[src/rtl/dram_multi_bist_pkg.sv]
// Shared types and helpers for the multi-bank distributed-RAM self-test.
package dram_bist_pkg;

  typedef enum logic [2:0] {
    IDLE  = 3'd0,
    WR0   = 3'd1,
    RD0   = 3'd2,
    WR1   = 3'd3,
    RD1   = 3'd4,
    DRAIN = 3'd5,
    DONE  = 3'd6
  } state_e;

  // Pattern word for (address, channel); caller truncates to DATA_W.
  function automatic logic [7:0] pat(input int a, input int c, input logic inv);
    logic [7:0] v;
    v = 8'(a + 3 * c);
    return inv ? ~v : v;
  endfunction

  function automatic logic [4:0] popcnt(input logic [15:0] v);
    logic [4:0] n;
    n = '0;
    for (int i = 0; i < 16; i++) n = n + 5'(v[i]);
    return n;
  endfunction

  function automatic int err_w(input int nch, input int aw);
    return $clog2(2 * (2 ** aw) * nch + 1);
  endfunction

endpackage

[src/rtl/dram_multi_bist_if.sv]
// Control/status and manual-access bundle of the DRAM self-test block.
interface dram_multi_bist_if #(
  parameter int NUM_CH = 4,
  parameter int DATA_W = 2,
  parameter int ADDR_W = 5,
  parameter int ERR_W  = dram_bist_pkg::err_w(NUM_CH, ADDR_W)
) ();
  logic                       start;
  logic [NUM_CH*DATA_W-1:0]   inj_mask;
  logic                       man_we;
  logic [ADDR_W-1:0]          man_addr;
  logic [NUM_CH*DATA_W-1:0]   man_din;
  logic [NUM_CH*DATA_W-1:0]   man_dout;
  logic                       busy;
  logic                       done;
  logic                       pass;
  logic [ERR_W-1:0]           err_count;
  logic [ADDR_W-1:0]          first_err_addr;

  modport master (output start, inj_mask, man_we, man_addr, man_din,
                  input  man_dout, busy, done, pass, err_count, first_err_addr);
  modport slave  (input  start, inj_mask, man_we, man_addr, man_din,
                  output man_dout, busy, done, pass, err_count, first_err_addr);
endinterface

[src/rtl/dram_multi_bist_bank.sv]
// One channel of LUT-RAM: sync write, two async read ports (BIST and manual).
module dram_bank #(
  parameter int DATA_W = 2,
  parameter int ADDR_W = 5
) (
  input  logic              clk,
  input  logic              we,
  input  logic [ADDR_W-1:0] waddr,
  input  logic [DATA_W-1:0] wdata,
  input  logic [ADDR_W-1:0] raddr_a,
  output logic [DATA_W-1:0] rdata_a,
  input  logic [ADDR_W-1:0] raddr_b,
  output logic [DATA_W-1:0] rdata_b
);
  logic [DATA_W-1:0] mem [2**ADDR_W];

  always_ff @(posedge clk)
    if (we) mem[waddr] <= wdata;

  assign rdata_a = mem[raddr_a];
  assign rdata_b = mem[raddr_b];
endmodule

[src/rtl/dram_multi_bist.sv]
// NUM_CH-bank distributed-RAM march test (P then ~P) with manual access port.
// Optional macro BIST_ABORT_ON_ERR_EN: stop at the first registered mismatch.
module dram_multi_bist
  import dram_bist_pkg::*;
#(
  parameter int NUM_CH = 4,
  parameter int DATA_W = 2,
  parameter int ADDR_W = 5
) (
  input  logic             clk,
  input  logic             rst_n,
  dram_multi_bist_if.slave bus
);
  localparam int W     = NUM_CH * DATA_W;
  localparam int ERR_W = err_w(NUM_CH, ADDR_W);

  state_e            state;
  logic [ADDR_W-1:0] addr, addr_q, waddr;
  logic [NUM_CH-1:0] mis, mis_q;
  logic [W-1:0]      rdata, mdata, wdata;
  logic [ERR_W-1:0]  err_count;
  logic [ADDR_W-1:0] first_err_addr;
  logic              busy, bist_wr, cmp_vld, cmp_vld_q, inv, last, abort, we, seen, pass, launch;

  assign busy    = (state == WR0) || (state == RD0) || (state == WR1) || (state == RD1);
  assign bist_wr = (state == WR0) || (state == WR1);
  assign cmp_vld = (state == RD0) || (state == RD1);
  assign inv     = (state == WR1) || (state == RD1);
  assign last    = &addr;
  assign launch  = ((state == IDLE) || (state == DONE)) && bus.start;
  assign we      = bist_wr || (!busy && bus.man_we);
  assign waddr   = bist_wr ? addr : bus.man_addr;

`ifdef BIST_ABORT_ON_ERR_EN
  assign abort = cmp_vld_q && (|mis_q);
`else
  assign abort = 1'b0;
`endif

  for (genvar c = 0; c < NUM_CH; c++) begin : g_ch
    logic [DATA_W-1:0] exp_w;
    assign exp_w = DATA_W'(pat(int'(addr), c, inv));
    assign wdata[c*DATA_W +: DATA_W] = bist_wr
      ? exp_w ^ ((state == WR0) ? bus.inj_mask[c*DATA_W +: DATA_W] : '0)
      : bus.man_din[c*DATA_W +: DATA_W];
    assign mis[c] = cmp_vld && (rdata[c*DATA_W +: DATA_W] != exp_w);

    dram_bank #(.DATA_W(DATA_W), .ADDR_W(ADDR_W)) u_bank (
      .clk     (clk),
      .we      (we),
      .waddr   (waddr),
      .wdata   (wdata[c*DATA_W +: DATA_W]),
      .raddr_a (addr),
      .rdata_a (rdata[c*DATA_W +: DATA_W]),
      .raddr_b (bus.man_addr),
      .rdata_b (mdata[c*DATA_W +: DATA_W])
    );
  end

  // Phases are consecutive encodings WR0..RD1 -> DRAIN; DRAIN reuses addr as a 2-cycle timer.
  always_ff @(posedge clk or negedge rst_n) begin
    if (!rst_n) begin
      state <= IDLE;
      addr  <= '0;
    end else begin
      case (state)
        IDLE, DONE: if (bus.start) begin
          state <= WR0;
          addr  <= '0;
        end
        DRAIN: begin
          addr <= addr + 1'b1;
          if (addr[0]) begin
            state <= DONE;
            addr  <= '0;
          end
        end
        default: begin
          addr <= addr + 1'b1;
          if (abort) begin
            state <= DONE;
            addr  <= '0;
          end else if (last) begin
            state <= state_e'(state + 3'd1);
          end
        end
      endcase
    end
  end

  // Compare pipeline: mismatch flags registered, then accumulated a cycle later.
  always_ff @(posedge clk or negedge rst_n) begin
    if (!rst_n) begin
      mis_q          <= '0;
      cmp_vld_q      <= 1'b0;
      addr_q         <= '0;
      err_count      <= '0;
      first_err_addr <= '0;
      seen           <= 1'b0;
      pass           <= 1'b0;
      bus.man_dout   <= '0;
    end else begin
      bus.man_dout <= mdata;
      mis_q        <= mis;
      cmp_vld_q    <= cmp_vld && !abort;
      addr_q       <= addr;
      if (launch) begin
        err_count      <= '0;
        first_err_addr <= '0;
        seen           <= 1'b0;
        pass           <= 1'b0;
      end else begin
        if (cmp_vld_q) err_count <= err_count + ERR_W'(popcnt(16'(mis_q)));
        if (cmp_vld_q && (|mis_q) && !seen) begin
          first_err_addr <= addr_q;
          seen           <= 1'b1;
        end
        if ((state == DRAIN) && addr[0]) pass <= (err_count == '0);
      end
    end
  end

  assign bus.busy           = busy;
  assign bus.done           = (state == DONE);
  assign bus.pass           = pass;
  assign bus.err_count      = err_count;
  assign bus.first_err_addr = first_err_addr;
endmodule
[src/flat_wrapper.sv]
// flat-port wrapper written by rule: the top's interface ports become plain ports
module dram_multi_bist_flat import dram_bist_pkg::*;
#(
  parameter int NUM_CH = 4,
  parameter int DATA_W = 2,
  parameter int ADDR_W = 5
)
  (clk, rst_n, bus_start, bus_inj_mask, bus_man_we, bus_man_addr, bus_man_din, bus_man_dout, bus_busy, bus_done, bus_pass, bus_err_count, bus_first_err_addr);
  dram_multi_bist_if #(.NUM_CH(NUM_CH), .DATA_W(DATA_W), .ADDR_W(ADDR_W)) bus_i ();
  input  logic clk;
  input  logic rst_n;
  input wire logic [$bits(bus_i.start)-1:0] bus_start;
  input wire logic [$bits(bus_i.inj_mask)-1:0] bus_inj_mask;
  input wire logic [$bits(bus_i.man_we)-1:0] bus_man_we;
  input wire logic [$bits(bus_i.man_addr)-1:0] bus_man_addr;
  input wire logic [$bits(bus_i.man_din)-1:0] bus_man_din;
  output wire logic [$bits(bus_i.man_dout)-1:0] bus_man_dout;
  output wire logic [$bits(bus_i.busy)-1:0] bus_busy;
  output wire logic [$bits(bus_i.done)-1:0] bus_done;
  output wire logic [$bits(bus_i.pass)-1:0] bus_pass;
  output wire logic [$bits(bus_i.err_count)-1:0] bus_err_count;
  output wire logic [$bits(bus_i.first_err_addr)-1:0] bus_first_err_addr;
  assign bus_i.start = bus_start;
  assign bus_i.inj_mask = bus_inj_mask;
  assign bus_i.man_we = bus_man_we;
  assign bus_i.man_addr = bus_man_addr;
  assign bus_i.man_din = bus_man_din;
  assign bus_man_dout = bus_i.man_dout;
  assign bus_busy = bus_i.busy;
  assign bus_done = bus_i.done;
  assign bus_pass = bus_i.pass;
  assign bus_err_count = bus_i.err_count;
  assign bus_first_err_addr = bus_i.first_err_addr;
  dram_multi_bist #(.NUM_CH(NUM_CH), .DATA_W(DATA_W), .ADDR_W(ADDR_W)) u_core (.clk(clk), .rst_n(rst_n), .bus(bus_i));
endmodule
[config.mk]
export PLATFORM = sky130hd
export DESIGN_NAME = dram_multi_bist_flat
export DESIGN_NICKNAME = d
export VERILOG_FILES = /design/src/rtl/dram_multi_bist_pkg.sv /design/src/rtl/dram_multi_bist_if.sv /design/src/rtl/dram_multi_bist_bank.sv /design/src/rtl/dram_multi_bist.sv /design/src/flat_wrapper.sv
export SDC_FILE = /design/constraint.sdc
export NUM_CORES = 1
export LEC_CHECK = 0
export BUFFER_PORTS_ARGS = -buffer_cell sky130_fd_sc_hd__buf_2
export CAP_MARGIN = 20
export CORE_ASPECT_RATIO = 0.7
export CORE_MARGIN = 2
export CORE_UTILIZATION = 40
export DETAILED_ROUTE_END_ITERATION = 8
export REMOVE_ABC_BUFFERS = 1
export SETUP_SLACK_MARGIN = 0.4
export SYNTH_ARGS = -nofsm -noshare
export SYNTH_HDL_FRONTEND = slang
export SYNTH_SLANG_ARGS = --single-unit
export TNS_END_PERCENT = 50
[constraint.sdc]
create_clock -name clk -period 4.15 [get_ports clk]
set_clock_uncertainty 0.05 [all_clocks]
set_input_delay 1.245 -clock clk [delete_from_list [all_inputs] [get_ports clk]]
set_output_delay 1.245 -clock clk [all_outputs]
set_load 0.05 [all_outputs]
==> metrics.md, run 1 <==
| Metric | Value |
|---|---|
| Sw frac | `0.361` |
| Top delay family on crit path | `flip-flops` |
| Number of DRC markers in iteration 0 | `~1100` |
| GRT Util Overall | `0.220` |
| Syn Area/Cell | `roughly 19 µm²` |
| Hold-fix buffers, CTS | `0` |
| CTS tree | `yes` |
| DR pass1 iterations | `5` |
| Synthesized netlist cell count | `756` |
| YS warnings | `0` |
| Final Wtd Congestion | `between 0.8 and 0.9` |
| Area of the multi-input gates | `about 5100 µm²` |
| IO buf count | `49` |
| Share of layout cells above drive strength 1 | `0.394` |
| CTS H-tree lvls | `1` |
| Max clock buf depth | `3` |
| DR vias/cell | `~6.0` |
| Clock root cell | `clkbuf_16` |
| Finished Layout Cells | `around 1400` |
| Grt ovf | `0` |
| Slowest-stage cell, CP | `dfrtp_1` |
| Nets | `899` |
| Worst R2R Start | `u_core.state[2]$_DFFE_PN0P_` |
| Routed wire per std cell | `between 20 and 30 µm` |
| Storage element area | `~9000 µm²` |
| Initial cell density of the core | `0.407` |
| Max frequency | `a little over 300 MHz` |
| CP Max Fanout | `11` |
| Num rows | `57` |
| Chip width | `between 200 and 250 µm` |
| Hold Path Origin | `u_core.addr_q[1]$_DFF_PN0_` |
| Initial antenna violation count | `1` |
| Pwr/cell area | `slightly below 700 nW/µm²` |
| Synth top cells by count | `edfxtp_1, mux4_2, nor2_1` |
| DRC viols | `0` |
| Top-count cell post-synth | `edfxtp_1` |
| Share of synthesized registers carrying an async set or reset | `0.141` |
| Worst Path Required | `2850 ps` |
| Final Cycle Share | `0.794` |
| Synth top area share | `0.543` |
| Clock sink count | `between 200 and 300` |
| Synth area leader | `edfxtp_1` |
| Hold depth | `2` |
| Clock group share of total power | `0.236` |
| Internal power | `just over 0.007 W` |
| Via count | `around 8200` |
| CTS clock-pin slew for the worst setup and hold paths | `about 70 ps` |
| # resized after CTS | `0` |
| #FFs+latches synth | `298` |
| Number of synthesized flops with an enable pin | `~260` |
| Worst R2R Setup Slack | `1090 ps` |
| Area growth, synth to finish | `15.0%` |
| Postcts setup bufs | `0` |
| Status | `finished clean` |
| Final hold viol count | `0` |
| Tmin final | `around 3300 ps` |
| Clk Latency, worst-skew pair | `around 570 ps` |
| Fillers | `2980` |
| Slew Limit Headroom | `0.392` |
| RSZ-0062 raised after global routing | `false` |
| Sequential fraction of the synthesis area | `0.617` |
| Sequential share of power | `0.394` |
| Final slew viol count | `0` |
| Crit-path cells | `inv_1, ha_1, nor3_1, o21ai_0, buf_2` |
| Setup TNS | `0 ps` |
| Detailed placement HPWL | `27600 µm` |
| Max Cap Viol | `0` |
| Largest net degree at the start of global routing | `51` |
| Post-synth cell types | `36` |
| Die Area | `approximately 37000 µm²` |
| RR Endpoint | `u_core.g_ch[2].u_bank.mem[0][1]$_DFFE_PP_` |
| Post-Route WL | `~40000 µm` |
| Reg2Reg Depth | `7` |
| Synth top area cells | `edfxtp_1, mux4_2, dfrtp_1` |
| Kind of end point of the critical path | `output port` |
| Slew of the pin with the lowest slew margin | `approximately 900 ps` |
| NetSw | `about 0.004 W` |
| Worst path bufs/invs | `2` |
| Worst EP arrival | `~2000 ps` |
| Max stage delay on crit path | `420 ps` |
| Maximum vdd drop | `approximately 0.42 mV` |
| Core Area | `between 30000 and 40000 µm²` |
| Kind of critical path | `reg2out` |
| Global-route wire length before repair | `57700 µm` |
| Worst min path class | `reg2reg` |
| Die Ht | `between 150 and 200 µm` |
| Static leakage | `around 5.6 nW` |
| Placed cell count | `roughly 1300` |
| Synthesized area | `between 10000 and 15000 µm²` |
| Hold endpoint | `u_core.bus.first_err_addr[1]$_DFFE_PN0P_` |
| Logic pwr share | `0.370` |
| ANT nets after route | `0` |
| Dominant synthesized flop cell | `edfxtp_1` |
| Vias in the first global route | `approximately 8000` |
| Crit path launch type | `flop` |
| Setup Viol. Count Final | `0` |
| CTS buffer count | `29` |
| # IOs | `50` |
[worst max-delay path by stage]
stage / start / endpoint / depth (start not counted)
after floorplan: u_core.addr[0]$_DFFE_PN0P_ / u_core.g_ch[3].u_bank.mem[0][1]$_DFFE_PP_ / 5
after global placement: bus_man_addr[0] / u_core.bus.man_dout[2]$_DFF_PN0_ / 5
after detailed placement: bus_man_addr[0] / u_core.bus.man_dout[1]$_DFF_PN0_ / 5
after CTS: u_core.state[1]$_DFFE_PN0P_ / bus_busy / 5
after global routing: u_core.state[1]$_DFFE_PN0P_ / bus_busy / 5
final: u_core.state[1]$_DFFE_PN0P_ / bus_busy / 5
[worst reg2reg max path: stages (launching register included)]
cell and delay [ps]:
dfrtp_1 530, inv_1 100, ha_1 230, a21oi_1 360, xnor2_1 390, xnor2_1 170, o21ai_2 730, buf_4 350
[logic make-up after synthesis]
logic type | after synthesis | share of synthesized area
buffers and inverters | 67 | 0.0226
AO/OA/AOI/OAI | 47 | 0.0186
flip-flops | 298 | 0.617
AND/OR/NAND/NOR | 113 | 0.0339
XOR/XNOR | 24 | 0.0154
adder cells (fa/ha/maj) | 16 | 0.0152
multiplexers | 191 | 0.277
[sequential cells by signal, indices dropped and copies added, names as in the netlist, 3 cells and up]
signal	count
u_core.g_ch.u_bank.mem	256
u_core.bus.err_count	9
u_core.addr_q	5
u_core.bus.man_dout	8
u_core.mis_q	4
u_core.bus.first_err_addr	5
u_core.addr	5
u_core.state	3
[cell usage in the layout, fill, tap and decap left out, types with 3 or more instances in the layout]
master,n
inv_1,18
clkbuf_1,3
nor3_1,4
and2_1,3
nor2_1,50
nand4_1,4
a21oi_1,14
buf_4,70
nor2b_1,5
clkinv_1,4
clkbuf_8,4
clkbuf_16,30
xor2_1,12
dfrtp_1,40
clkinvlp_4,4
edfxtp_1,256
o21ai_2,8
mux2_2,10
nand2_1,38
xnor2_1,11
ha_1,14
buf_2,47
mux4_2,160
o21ai_0,14
mux2i_1,21
clkinv_2,5
[power by group through the flow]
stage	registers (W)	clock network [W]	logic [W]
after CTS	0.00436	0.00264	0.00407
after detailed placement	0.00442	0	0.00406
after global routing	0.00439	0.00277	0.00438
after global placement	0.00442	0	0.00404
after floorplan	0.00466	0	0.00230
final	0.00435	0.00261	0.00408
[area by class of cell]
class                           count  area share
Multi-Input combinational cell    391       0.315
Antenna cell                        1    0.000154
Clock inverter                     15     0.00669
Sequential cell                   298       0.537
Clock buffer                       37      0.0502
Tap cell                          472      0.0363
Inverter                           18     0.00415
Timing Repair Buffer              120      0.0501
[metrics by stage]
step / utilization / power, W / area [µm²] / setup WS, ps / hold slack (ps)
after floorplan: - / 0.00696 / 13900 / -1710 / 415
after global placement: 0.441 / 0.00846 / 15300 / 540 / 422
after detailed placement: 0.441 / 0.00848 / 15300 / 522 / 432
after CTS: 0.467 / 0.0111 / 16300 / 831 / 450
after global routing: 0.468 / 0.0115 / 16300 / 713 / 492
final: 0.468 / 0.0110 / 16300 / 855 / 445
[routing by layer]
layer / share of wire / track usage / wire length, µm
met3: 0.11 / 0.0630 / 4550
met4: 0.018 / 0.0463 / 721
met2: 0.42 / 0.304 / 16800
met1: 0.45 / 0.345 / 17800
met5: 0 / 0 / 0
No activity file was read; power rests on OpenSTA's default activity.
==> run 2: changes to the inputs <==
==> constraint.sdc (replaced) <==
create_clock -name clk -period 2.72 [get_ports clk]
set_clock_uncertainty 0.05 [all_clocks]
set_input_delay 0.816 -clock clk [delete_from_list [all_inputs] [get_ports clk]]
set_output_delay 0.816 -clock clk [all_outputs]
set_load 0.05 [all_outputs]
==> run 2 against run 1 <==
Net effect:
- setup slack worse by 810 ps
- critical path depth increased by 8
- via count up 0.97%
- cell area increased by 6.8%
- clock-buffer cell count fell by 4
- sequential share of layout area is 3.4 points lower
- die area is the same
- non-clock buffer count increased by 51
- critical path type is now reg2reg
==> metrics.md, run 2 (synthesized netlist as in run 1, its figures left out) <==
| Metric | Value |
|---|---|
| Final hold viol count | `0 (unchanged)` |
| Die Area | `37000 µm² (unchanged)` |
| Largest regs | `u_core.g_ch.u_bank.mem x256, u_core.bus.err_count x9, u_core.bus.man_dout x8` |
| Crit path capture | `u_core.bus.err_count[6]$_DFFE_PN0P_` |
| Worst min path class | `in2async` |
| Kind of critical path | `reg2reg` |
| Chip width | `229 µm (unchanged)` |
| Area growth, synth to finish | `22.8%` |
| Number of DRC markers in iteration 0 | `992 (-6.3%)` |
| Die Ht | `161 µm (unchanged)` |
| CTS clock-pin slew for the worst setup and hold paths | `60 ps (about the same)` |
| Clock root cell | `clkbuf_16` |
| Max Cap Viol | `0 (unchanged)` |
| Initial cell density of the core | `0.407 (unchanged)` |
| Nets | `952 (+5.9%)` |
| Crit-path cells | `inv_1, ha_1, inv_1, fa_2, inv_2, ha_4, inv_2, fa_2, nor2b_1, o211ai_1, buf_4, o21ai_1, a21oi_2` |
| Max clock buf depth | `3 (unchanged)` |
| Largest net degree at the start of global routing | `39 (-24%)` |
| Vias in the first global route | `8149 (+3.4%)` |
| Final slew viol count | `0 (unchanged)` |
| Worst EP arrival | `3060 ps (+1060 ps)` |
| Via count | `8247 (+0.97%)` |
| CTS tree | `yes` |
| Kind of end point of the critical path | `flop` |
| Max stage delay on crit path | `430 ps (about the same)` |
| Core Area | `34800 µm² (unchanged)` |
| CTS buffer count | `31 (+6.9%)` |
| Worst Path Required | `3110 ps (+260 ps)` |
| RSZ-0062 raised after global routing | `true` |
| CTS H-tree lvls | `1 (unchanged)` |
| RR Endpoint | `u_core.bus.err_count[6]$_DFFE_PN0P_` |
| Tmin final | `between 2000 and 3000 ps` |
| Num rows | `57 (unchanged)` |
| Reg2Reg Depth | `13 (+6)` |
| Global-route wire length before repair | `58000 µm (+0.50%)` |
| Static leakage | `6.03 nW (+8.1%)` |
| Routed wire per std cell | `28.9 µm (-1.9%)` |
| Grt ovf | `0 (unchanged)` |
| Detailed placement HPWL | `27400 µm (-0.60%)` |
| Worst R2R Setup Slack | `50 ps (-1040 ps)` |
| GRT Util Overall | `0.220 (+0.000452)` |
| Storage element area | `8750 µm² (about the same)` |
| Final Wtd Congestion | `0.846 (-4.7%)` |
| Clock sink count | `298 (unchanged)` |
| Area of the multi-input gates | `5360 µm² (+4.5%)` |
| Share of layout cells above drive strength 1 | `0.467 (+0.0731)` |
| Slew of the pin with the lowest slew margin | `801 ps (-111 ps)` |
| Crit path launch type | `flop` |
| Initial antenna violation count | `1 (unchanged)` |
| Setup TNS | `0 ps (unchanged)` |
| Max frequency | `between 300 and 400 MHz` |
| Slowest-stage cell, CP | `fa_2` |
| Hold-fix buffers, CTS | `0 (unchanged)` |
| Worst R2R Start | `u_core.mis_q[0]$_DFF_PN0_` |
| # IOs | `50 (unchanged)` |
| Clk Latency, worst-skew pair | `570 ps (about the same)` |
| Setup Viol. Count Final | `0 (unchanged)` |
| DRC viols | `0 (unchanged)` |
| Fin util | `0.500 (+0.0319)` |
| Post-Route WL | `40600 µm (+1.9%)` |
| Final Cycle Share | `0.983` |
| Most common cell after layout, fill and taps aside | `edfxtp_1` |
| Pwr Total | `0.0189 W (+71%)` |
| Status | `finished clean` |
| Maximum vdd drop | `0.622 mV (+50%)` |
| CP Max Fanout | `4 (-7)` |
| ANT nets after route | `0 (unchanged)` |
| Max reg flops | `256 (unchanged)` |
| DR vias/cell | `5.87 (-2.8%)` |
| DR pass1 iterations | `5 (unchanged)` |
| Fillers | `2900 (-2.7%)` |
| Pwr/cell area | `1080 nW/µm² (+60%)` |
| IO buf count | `49 (unchanged)` |
| Critical Path Start | `u_core.mis_q[0]$_DFF_PN0_` |
| Largest reg by FF count | `u_core.g_ch.u_bank.mem` |
| Most frequent cells in the layout | `edfxtp_1, mux4_2, buf_4` |
| Hold_ws | `132 ps (-313 ps)` |
| Slew Limit Headroom | `0.466 (+0.0741)` |
run 2: cell types whose count changed in the layout (fill, tap and decap cells not counted), moves of 4 or more:
cell	change
mux2i_2	+6
buf_12	+17
clkbuf_8	-4
mux2i_1	-8
buf_6	+7
buf_16	+7
ha_4	+6
inv_1	-5
buf_4	+18
ha_1	-9
inv_2	+4
run 2: through the flow:
| step | instance area [µm²] | setup slack (ps) | cells |
|---|---|---|---|
| 6_report | 17400 | 45.9 | 1405 |
| 3_5_place_dp | 15700 | -254 | 1324 |
| 4_1_cts | 17100 | 3.44 | 1394 |
| 3_3_place_gp | 15700 | -244 | 1324 |
| 5_1_grt | 17400 | -92.9 | 1404 |
| 2_1_floorplan | 13900 | -3140 | 707 |
run 2: critical path: cells and delay by family, from the launching register on:
kind                     cells  cell delay [ps]
buffers and inverters        5              450
AND/OR/NAND/NOR              1              120
flip-flops                   1              340
AO/OA/AOI/OAI                3              420
adder cells (fa/ha/maj)      4             1180
run 2: how the worst min path moves through the flow:
stage | start | to
floorplan | u_core.addr_q[0]$_DFF_PN0_ | u_core.bus.first_err_addr[0]$_DFFE_PN0P_
global placement | u_core.addr[2]$_DFFE_PN0P_ | u_core.addr_q[2]$_DFF_PN0_
detailed placement | u_core.addr[2]$_DFFE_PN0P_ | u_core.addr_q[2]$_DFF_PN0_
CTS | rst_n | u_core.bus.first_err_addr[3]$_DFFE_PN0P_
global route | rst_n | u_core.bus.first_err_addr[3]$_DFFE_PN0P_
finish | rst_n | u_core.bus.first_err_addr[3]$_DFFE_PN0P_
run 2: area by class of cell:
type | count | share of cell area
Clock inverter | 21 | 0.0116
Sequential cell | 298 | 0.503
Tap cell | 472 | 0.0340
Multi-Input combinational cell | 391 | 0.308
Timing Repair Buffer | 171 | 0.0939
Inverter | 18 | 0.00410
Antenna cell | 1 | 0.000144
Clock buffer | 33 | 0.0450
run 2: what timing repair did:
item                                    4_1_cts  5_1_grt
endpoints found under the setup margin      419      528
gates resized for setup                      35       44
buffers inserted                             11        8
pin swaps                                    14       19
gates cloned                                  5        2
run 2: layer usage:
layer | up-vias | GRT usage | routed length [µm]
met3 | 41 | 0.0590 | 4210
met4 | 0 | 0.0381 | 591
met1 | 4381 | 0.341 | 18000
met5 | - | 0 | 0
met2 | 404 | 0.317 | 17800
li1 | 3421 | - | -
run 2: power by group:
group | total (W) | switching [W] | internal (W)
clock | 0.00419 | 0.00175 | 0.00244
combinational | 0.00826 | 0.00451 | 0.00375
sequential | 0.00641 | 0.000372 | 0.00604
total | 0.0189 | 0.00664 | 0.0122
